### config.mk
export PLATFORM = sky130hd
export DESIGN_NAME = uart_program_loader
export DESIGN_NICKNAME = d
export VERILOG_FILES = /design/src/rtl/uart_program_loader.sv
export SDC_FILE = /design/constraint.sdc
export NUM_CORES = 1
export LEC_CHECK = 0
export BUFFER_PORTS_ARGS = -buffer_cell sky130_fd_sc_hd__buf_4
export CAP_MARGIN = 10
export CORE_AREA = 4 4 74 76
export CTS_BUF_LIST = sky130_fd_sc_hd__clkbuf_16
export CTS_CLUSTER_DIAMETER = 50
export DETAILED_ROUTE_END_ITERATION = 10
export DIE_AREA = 0 0 78 80
export PLACE_DENSITY = 0.78
export SYNTH_ARGS = -nofsm -noshare
export SYNTH_HDL_FRONTEND = slang
export SYNTH_SLANG_ARGS = --single-unit
### constraint.sdc
create_clock -name Clk -period 2.3 [get_ports Clk]
set_clock_uncertainty 0.05 [all_clocks]
set_input_delay 0.115 -clock Clk [delete_from_list [all_inputs] [get_ports Clk]]
set_output_delay 0.115 -clock Clk [all_outputs]
set_load 0.03 [all_outputs]
### src/rtl/uart_program_loader.sv
// uart_program_loader
//   Receives a framed program from the UART receiver and writes it into the
//   CPU's instruction/data memory, holding the CPU until the image is verified.
//   Frame: length byte N (1..MEM_DEPTH), N payload bytes, checksum byte
//   (8-bit sum of payload). The payload is written to addresses 0..N-1.
//
// Ports:
//   Clk       in   system clock, rising edge
//   Reset     in   asynchronous active-low reset
//   Load      in   single-cycle start/restart request (highest priority)
//   Rx_data   in   received byte, qualified by Rx_valid
//   Rx_valid  in   one-cycle strobe per received byte
//   Rx_fe     in   frame error flag, qualified by Rx_valid
//   Mem_we    out  memory write strobe, one cycle after an accepted payload byte
//   Mem_addr  out  memory write address
//   Mem_wdata out  memory write data
//   Cpu_hold  out  1 = CPU held at PC 0 (everywhere except DONE)
//   Done      out  program loaded and checksum verified (level)
//   Err       out  load failed (level)
//   Err_code  out  00 none, 01 frame error, 10 bad length/checksum, 11 timeout
module uart_program_loader #(
  parameter int unsigned MEM_DEPTH      = 32,
  parameter int unsigned TIMEOUT_CYCLES = 4096
) (
  input  logic                         Clk,
  input  logic                         Reset,
  input  logic                         Load,
  input  logic [7:0]                   Rx_data,
  input  logic                         Rx_valid,
  input  logic                         Rx_fe,
  output logic                         Mem_we,
  output logic [$clog2(MEM_DEPTH)-1:0] Mem_addr,
  output logic [7:0]                   Mem_wdata,
  output logic                         Cpu_hold,
  output logic                         Done,
  output logic                         Err,
  output logic [1:0]                   Err_code
);

  localparam int unsigned AW = $clog2(MEM_DEPTH);
  // Length/count need one extra bit so N = MEM_DEPTH is representable.
  localparam int unsigned LW = AW + 1;
  localparam int unsigned TW = $clog2(TIMEOUT_CYCLES + 1);

  typedef enum logic [2:0] {
    S_IDLE,
    S_LEN,
    S_DATA,
    S_CSUM,
    S_DONE,
    S_ERROR
  } state_t;

  typedef enum logic [1:0] {
    E_NONE    = 2'b00,
    E_FRAME   = 2'b01,
    E_FORMAT  = 2'b10,
    E_TIMEOUT = 2'b11
  } err_t;

  state_t          state_q, state_d;
  err_t            err_q, err_d;
  logic [LW-1:0]   len_q, len_d;
  logic [LW-1:0]   count_q, count_d;
  logic [LW-1:0]   count_inc;
  logic [7:0]      csum_q, csum_d;
  logic [TW-1:0]   tmo_q, tmo_d;
  logic            we_q, we_d;
  logic [AW-1:0]   addr_q, addr_d;
  logic [7:0]      wdata_q, wdata_d;

  assign count_inc = count_q + 1'b1;

  always_ff @(posedge Clk or negedge Reset) begin
    if (!Reset) begin
      state_q <= S_IDLE;
      err_q   <= E_NONE;
      len_q   <= '0;
      count_q <= '0;
      csum_q  <= '0;
      tmo_q   <= '0;
      we_q    <= 1'b0;
      addr_q  <= '0;
      wdata_q <= '0;
    end else begin
      state_q <= state_d;
      err_q   <= err_d;
      len_q   <= len_d;
      count_q <= count_d;
      csum_q  <= csum_d;
      tmo_q   <= tmo_d;
      we_q    <= we_d;
      addr_q  <= addr_d;
      wdata_q <= wdata_d;
    end
  end

  always_comb begin
    state_d = state_q;
    err_d   = err_q;
    len_d   = len_q;
    count_d = count_q;
    csum_d  = csum_q;
    tmo_d   = tmo_q;
    we_d    = 1'b0;
    addr_d  = addr_q;
    wdata_d = wdata_q;

    if (Load) begin
      // Any byte arriving with Load is dropped.
      state_d = S_LEN;
      err_d   = E_NONE;
      count_d = '0;
      csum_d  = '0;
      tmo_d   = '0;
    end else begin
      unique case (state_q)
        S_LEN, S_DATA, S_CSUM: begin
          if (Rx_valid) begin
            tmo_d = '0;
            if (Rx_fe) begin
              state_d = S_ERROR;
              err_d   = E_FRAME;
            end else begin
              case (state_q)
                S_LEN: begin
                  if (Rx_data == 8'd0 || Rx_data > 8'(MEM_DEPTH)) begin
                    state_d = S_ERROR;
                    err_d   = E_FORMAT;
                  end else begin
                    len_d   = Rx_data[LW-1:0];
                    state_d = S_DATA;
                  end
                end
                S_DATA: begin
                  we_d    = 1'b1;
                  addr_d  = count_q[AW-1:0];
                  wdata_d = Rx_data;
                  csum_d  = csum_q + Rx_data;
                  count_d = count_inc;
                  if (count_inc == len_q) state_d = S_CSUM;
                end
                S_CSUM: begin
                  if (Rx_data != csum_q) begin
                    state_d = S_ERROR;
                    err_d   = E_FORMAT;
                  end else begin
                    state_d = S_DONE;
                  end
                end
                default: ;
              endcase
            end
          end else if (tmo_q == TW'(TIMEOUT_CYCLES - 1)) begin
            // TIMEOUT_CYCLES consecutive idle cycles since the last byte/Load.
            state_d = S_ERROR;
            err_d   = E_TIMEOUT;
            tmo_d   = '0;
          end else begin
            tmo_d = tmo_q + 1'b1;
          end
        end
        default: tmo_d = '0;
      endcase
    end
  end

  assign Mem_we    = we_q;
  assign Mem_addr  = addr_q;
  assign Mem_wdata = wdata_q;
  assign Done      = (state_q == S_DONE);
  assign Err       = (state_q == S_ERROR);
  assign Cpu_hold  = (state_q != S_DONE);
  assign Err_code  = err_q;

endmodule

==> flow_summary_export.csv, run 1 <==
group,metric,value,unit
power,power_density,604.6,nW/µm²
job,maxCapViolations,0,
hold_path,whs_path_depth,3,
route,first_pass_iters,4,
timing,setup_viol,0,
clock_tree,clk_pin_slew_worst_paths,70,ps
worst_setup_path,cp-end-kind,"flip-flop",
clock_tree,post_cts_resize_count,0,
worst_setup_path,cp.arrival,2400,ps
yosys,synth_fp_nets,310,
placement,dp_slack,101.6,ps
route,routed_wirelength,5.780,mm
floorplan,die_w,78,µm
floorplan,io_pins,32,
yosys,postSynthCellCount,287,
hold_path,hold_start,"Rx_data[4]",
clock_tree,root_buffer,"clkbuf_16",
clock_tree,numClockSinks,52,
power,irDropWorstVdd,0.4136,mV
yosys,ys_seq_area_frac,0.4747,
timing,slew_headroom,0.5707,
placement,numPortBuffers,31,
global_route,grt_overflow,0,
worst_setup_path,worst-setup-path-type,"primary input to flip-flop",
global_route,grt_pass1_wl,10.14,mm
route,route.met2.wl,2.919,mm
timing,rsz0062_at_grt,"yes",
timing,fin_ws,28.77,ps
route,drc,0,
timing,timing.fmax,0.4403,GHz
placement,gp_congestion,0.8733,
floorplan,std_cell_rows,25,
final_layout,diodes,0,
final_layout,drive_above_1_share,0.1886,
worst_setup_path,crit_fanout,4,
yosys,synth_flop_cell,"dfrtp_1",
global_route,grt_pass1_vias,2228,
worst_setup_path,critPathLaunchType,"primary input",
route,met3WireLength,146,µm
timing,maxSlewViolCount,0,
route,highest_layer,"met4",
worst_setup_path,r2r_start,"count_q[0]$_DFFE_PN0P_",
clock_tree,cts_tree,"done",
global_route,antenna_found_initial,0,
yosys,avgSynthCellArea,9.552,µm²
route,initialDrtViolationCount,75,
clock_tree,cts_setup_buffers,0,
hold_path,hp-class,"primary input to flip-flop",
yosys,ys_ff_latch,52,
yosys,synth_cell_types,46,
floorplan,die_area,6240,µm²
run_status,status,"finished, final reports clean",
yosys,netlist_area,2741,µm²
floorplan,core,4723,µm²
route,wl_per_cell,14.41,µm
final_layout,fin_nets,356,
floorplan,initial_core_util,0.5804,
hold_path,hold_end,"Mem_wdata[4]$_DFFE_PN0P_",
yosys,yosysWarnings,0,
route,vias,2168,
timing,period_share,0.9875,
clock_tree,clockBufferDepth,2,
clock_tree,cts_inserted_buffers,5,
timing,period_needed,2271,ps
worst_setup_path,required,2430,ps
timing,tightest_slew,643.9,ps
clock_tree,clkLatencyLatePin,290,ps
final_layout,area_delta_synth_final,21.31,%
global_route,grt_max_degree,53,
power,p_leak,1.612,nW
yosys,synthArstFlopShare,1.000,
worst_setup_path,rr_worst_depth,6,
placement,dp_hpwl,4.314,mm
final_layout,n_fill_cell,360,
global_route,grtUsageTotal,0.2057,
timing,hold_viol,0,
route,viasPerCell,5.406,
timing,holdWs,14.63,ps
worst_setup_path,r2r_end,"state_q[0]$_DFFE_PN0P_",
yosys,synth_edf_count,0,
clock_tree,h-tree-depth,2,
worst_setup_path,r2r_slack,100,ps
route,antenna_left,0,
route,met1_length,2.619,mm
floorplan,die_y,80,µm
-- registers in the layout (all words and copies together), names as in the netlist --
name	count
Mem_we	1
csum_q	8
Err_code	2
Mem_wdata	8
count_q	6
tmo_q	13
Mem_addr	5
len_q	6
state_q	3
-- layout make-up --
| type | instances | area [µm²] | area share |
|---|---|---|---|
| Clock buffer | 5 | 125.1 | 0.03762 |
| Sequential cell | 52 | 1301 | 0.3913 |
| Inverter | 8 | 30.03 | 0.009029 |
| Clock inverter | 3 | 42.54 | 0.01279 |
| Tap cell | 67 | 83.83 | 0.02521 |
| Timing Repair Buffer | 48 | 367.9 | 0.1106 |
| Multi-Input combinational cell | 218 | 1375 | 0.4135 |
-- cell usage in the layout (no fill, tap or decap), types with 2 or more instances in the layout --
cell type	n
a211oi_1	2
a21oi_1	8
a22o_1	4
a31oi_1	2
and2_1	2
and3_1	4
buf_4	45
clkbuf_16	5
clkinv_1	2
dfrtp_1	52
dlygate4sd3_1	3
ha_1	9
inv_1	7
mux2_1	2
mux2_2	4
mux2_4	4
nand2_1	55
nand3_1	13
nand3b_1	2
nand4_1	4
nor2_1	24
nor2b_1	2
nor3_1	10
nor3b_1	4
nor4_1	2
o211ai_1	3
o21ai_0	10
or3_1	4
or4_1	2
xnor2_1	11
xor2_1	16
-- per-stage QoR --
stage,util,power [mW],std cells,instance area [µm²],setup TNS (ps)
floorplan,-,1.098,287,2741,0
global placement,0.6623,1.186,390,3128,0
detailed placement,0.6623,1.194,390,3128,0
CTS,0.7041,2.036,401,3326,0
global route,0.7041,2.104,401,3326,-12.36
finish,0.7041,2.011,401,3326,0
-- where the power goes --
group / leakage (nW) / internal (mW) / total [mW] / switching, mW
clock: 0.0814 / 0.511 / 0.831 / 0.320
sequential: 0.711 / 0.941 / 0.969 / 0.0276
combinational: 0.819 / 0.0994 / 0.211 / 0.112
total: 1.61 / 1.55 / 2.01 / 0.459
-- worst max path at each step --
stage	from	to	slack, ps	depth (start not counted)
after floorplan	count_q[1]$_DFFE_PN0P_	state_q[0]$_DFFE_PN0P_	190	6
after global placement	Rx_data[2]	len_q[4]$_DFFE_PN0P_	140	5
after detailed placement	Rx_data[2]	len_q[3]$_DFFE_PN0P_	100	5
after CTS	Rx_data[6]	len_q[3]$_DFFE_PN0P_	30	6
after global routing	tmo_q[0]$_DFF_PN0_	state_q[0]$_DFFE_PN0P_	-10	6
final	Rx_data[6]	len_q[3]$_DFFE_PN0P_	30	6
-- cells in the mapped netlist (2+ instances only) --
library cell | n | area (µm²)
mux2_4 | 4 | 60.06
mux2_2 | 4 | 45.04
o21ai_0 | 10 | 50.05
a31oi_1 | 2 | 12.51
nand2_1 | 55 | 206.5
or3_1 | 4 | 25.02
a211oi_1 | 2 | 15.01
ha_1 | 9 | 112.6
nand3b_1 | 2 | 15.01
dfrtp_1 | 52 | 1301
mux2_1 | 2 | 22.52
or4_1 | 2 | 15.01
and2_1 | 2 | 12.51
nand4_1 | 4 | 25.02
xor2_1 | 16 | 140.1
nor3b_1 | 4 | 30.03
inv_1 | 7 | 26.28
nor2b_1 | 2 | 12.51
a22o_1 | 4 | 35.03
nor2_1 | 24 | 90.09
clkbuf_1 | 7 | 26.28
o211ai_1 | 3 | 22.52
nor4_1 | 2 | 12.51
and3_1 | 4 | 25.02
xnor2_1 | 11 | 96.34
nor3_1 | 10 | 50.05
a21oi_1 | 8 | 40.04
nand3_1 | 13 | 65.06
-- metal layers --
layer  track usage  vias to the layer above
li1              -                     1082
met2        0.3604                       25
met4       0.07343                        0
met1        0.2515                     1051
met3       0.04176                       10
met5             0                        -
-- critical path: stages --
cell and delay, ps:
dlygate4sd3_1 540, buf_4 150, or2_2 290, or3_1 400
or4_1 560, mux2_4 340
-- cell families after synthesis --
kind of cell	Yosys count	synth area share
AO/OA/AOI/OAI	37	0.08809
XOR/XNOR	27	0.08626
adder cells (fa/ha/maj)	10	0.04838
multiplexers	11	0.05020
flip-flops	52	0.4747
AND/OR/NAND/NOR	133	0.2287
buffers and inverters	17	0.02373
-- what timing repair did --
action / 4_1_cts / 5_1_grt
endpoints found under the hold margin: 54 / 0
hold buffers: 3 / 0
endpoints found under the setup margin: 0 / 1
Power figures use the tool's default switching activity.
==> run 2, diff against run 1 <==
--- a/config.mk
+++ b/config.mk
@@ -7,12 +7,12 @@
 export LEC_CHECK = 0
 export BUFFER_PORTS_ARGS = -buffer_cell sky130_fd_sc_hd__buf_4
 export CAP_MARGIN = 10
-export CORE_AREA = 4 4 74 76
-export CTS_BUF_LIST = sky130_fd_sc_hd__clkbuf_16
+export CORE_AREA = 4 4 73 75
+export CTS_BUF_LIST = sky130_fd_sc_hd__clkbuf_4
 export CTS_CLUSTER_DIAMETER = 50
 export DETAILED_ROUTE_END_ITERATION = 10
-export DIE_AREA = 0 0 78 80
-export PLACE_DENSITY = 0.78
+export DIE_AREA = 0 0 77 79
+export PLACE_DENSITY = 0.8
 export SYNTH_ARGS = -nofsm -noshare
 export SYNTH_HDL_FRONTEND = slang
 export SYNTH_SLANG_ARGS = --single-unit
==> run 2 against run 1 <==
Net effect: sequential share of layout area rose by 0.86 points; critical path depth rose by 1; core utilization fell by 0.59 points; setup slack improved by 70 ps; sequential cell count did not move; first-iteration DRC count rose by 31%; power fell by 20%; cell count fell by 2.2%; count of clock-buffer cells in the layout did not move; register-to-register slack barely moved; clock power fell by 50%; maximum frequency rose by 3.2%; critical endpoint is now state_q[0]$_DFFE_PN0P_; largest cell class unchanged.
==> flow_summary_export.csv, run 2 (synthesis results as in run 1) <==
group,metric,value,unit
final_layout,fin_nets,360,
placement,dp_hpwl,4.186,mm
global_route,grtUsageTotal,0.2030,
floorplan,die_area,6083,µm²
clock_tree,clockBufferDepth,2,
worst_setup_path,required,2520,ps
power,irDropWorstVdd,0.3956,mV
timing,tightest_slew,643.2,ps
floorplan,die_y,79,µm
final_layout,final_util,0.6983,
worst_setup_path,cp.arrival,2430,ps
final_layout,drive_above_1_share,0.1834,
worst_setup_path,r2r_start,"count_q[1]$_DFFE_PN0P_",
timing,rsz0062_at_grt,"no",
global_route,grt_pass1_wl,10.01,mm
final_layout,n_fill_cell,358,
final_layout,mostFrequentLayoutCells,"nand2_1, dfrtp_1, buf_4, nor2_1, xor2_1",
timing,setup_viol,0,
final_layout,multi_input_area,1379,µm²
worst_setup_path,crit_start,"Rx_data[1]",
floorplan,io_pins,32,
final_layout,fin_area,3254,µm²
placement,gp_congestion,0.8752,
placement,dpl_cell_area,3089,µm²
clock_tree,cts_setup_buffers,0,
route,wl_per_cell,14.47,µm
route,viasPerCell,5.571,
floorplan,std_cell_rows,25,
worst_setup_path,cp-end-kind,"flip-flop",
clock_tree,root_buffer,"clkbuf_4",
clock_tree,clk_pin_slew_worst_paths,150,ps
global_route,antenna_found_initial,0,
worst_setup_path,worst-setup-path-type,"primary input to flip-flop",
placement,numPortBuffers,31,
route,routed_wirelength,5.672,mm
clock_tree,clkLatencyLatePin,360,ps
route,vias,2184,
timing,slew_headroom,0.5712,
final_layout,regArea,1301,µm²
floorplan,initial_core_util,0.5882,
worst_setup_path,crit_fanout,5,
timing,maxSlewViolCount,0,
timing,hold_viol,0,
final_layout,layout_commonest_cell,"nand2_1",
timing,setup_tns,0,ps
job,maxCapViolations,0,
route,first_pass_iters,4,
global_route,grt_overflow,0,
floorplan,core,4661,µm²
route,initialDrtViolationCount,98,
timing,period_needed,2201,ps
hold_path,hold_start,"Load",
power,p_leak,1.574,nW
clock_tree,cts_tree,"done",
timing,period_share,0.9570,
worst_setup_path,critPathLaunchType,"primary input",
global_route,grt_max_degree,53,
final_layout,diodes,0,
final_layout,area_delta_synth_final,18.71,%
clock_tree,h-tree-depth,2,
clock_tree,numClockSinks,52,
power,power_density,491.2,nW/µm²
route,drc,0,
timing,timing.fmax,0.4543,GHz
route,antenna_left,0,
run_status,status,"finished, final reports clean",
power,power,1.599,mW
clock_tree,cts_inserted_buffers,5,
global_route,grt_pass1_vias,2168,
hold_path,hp-class,"primary input to flip-flop",
final_layout,largest_register_ffs,13,
floorplan,die_w,77,µm
final_layout,largest_register,"tmo_q",
## run 2: critical path: stages
cell and delay [ps]:
dlygate4sd3_1 530, buf_4 160, or4_1 490, o21a_1 230, a2111oi_2 470, o21ai_0 160
mux2_2 270
## run 2: path summary, 6_finish.rpt
kind	cells past startpoint	end	slack, ps
max in group asynchronous	2	Mem_addr[0]$_DFFE_PN0P_	1520
min in group asynchronous	2	tmo_q[6]$_DFF_PN0_	250
worst max register to register	6	state_q[0]$_DFFE_PN0P_	110
worst min-delay path	3	count_q[5]$_DFFE_PN0P_	50
worst max-delay path	7	state_q[0]$_DFFE_PN0P_	100
worst min register to register	2	Mem_addr[1]$_DFFE_PN0P_	440
## run 2: stage by stage
| stage | worst slack, ps | hold WS [ps] | std cells |
|---|---|---|---|
| finish | 98.95 | 49.28 | 392 |
| global route | 24.82 | 45.53 | 392 |
| CTS | 7.541 | 34.00 | 392 |
| detailed placement | 118.1 | 127.7 | 374 |
| global placement | 143.0 | 129.1 | 374 |
| floorplan | 186.3 | -230.6 | 287 |
## run 2: repair_timing
item | CTS | global route
hold buffers | 10 | 0
setup endpoints to repair | 0 | 4
resized for setup | 0 | 1
hold endpoints to repair | 68 | 0
## run 2: power by group
part           internal (mW)  switching, mW  leakage [nW]
combinational          0.104          0.111         0.836
sequential             0.941         0.0266         0.711
clock                  0.121          0.295        0.0274
total                   1.17          0.433          1.57
## run 2: per-layer routing
layer | part of all wire | up-vias | global-route usage
met1 | 0.44 | 1050 | 0.2576
met5 | 0 | - | 0
li1 | - | 1088 | -
met3 | 0.036 | 10 | 0.03401
met4 | 0.017 | 0 | 0.06050
met2 | 0.50 | 36 | 0.3580
## run 2: cell type report
| cell class | instances | share of cell area |
|---|---|---|
| Sequential cell | 52 | 0.3998 |
| Clock buffer | 5 | 0.01153 |
| Timing Repair Buffer | 52 | 0.1276 |
| Multi-Input combinational cell | 218 | 0.4237 |
| Clock inverter | 3 | 0.007305 |
| Tap cell | 54 | 0.02076 |
| Inverter | 8 | 0.009227 |
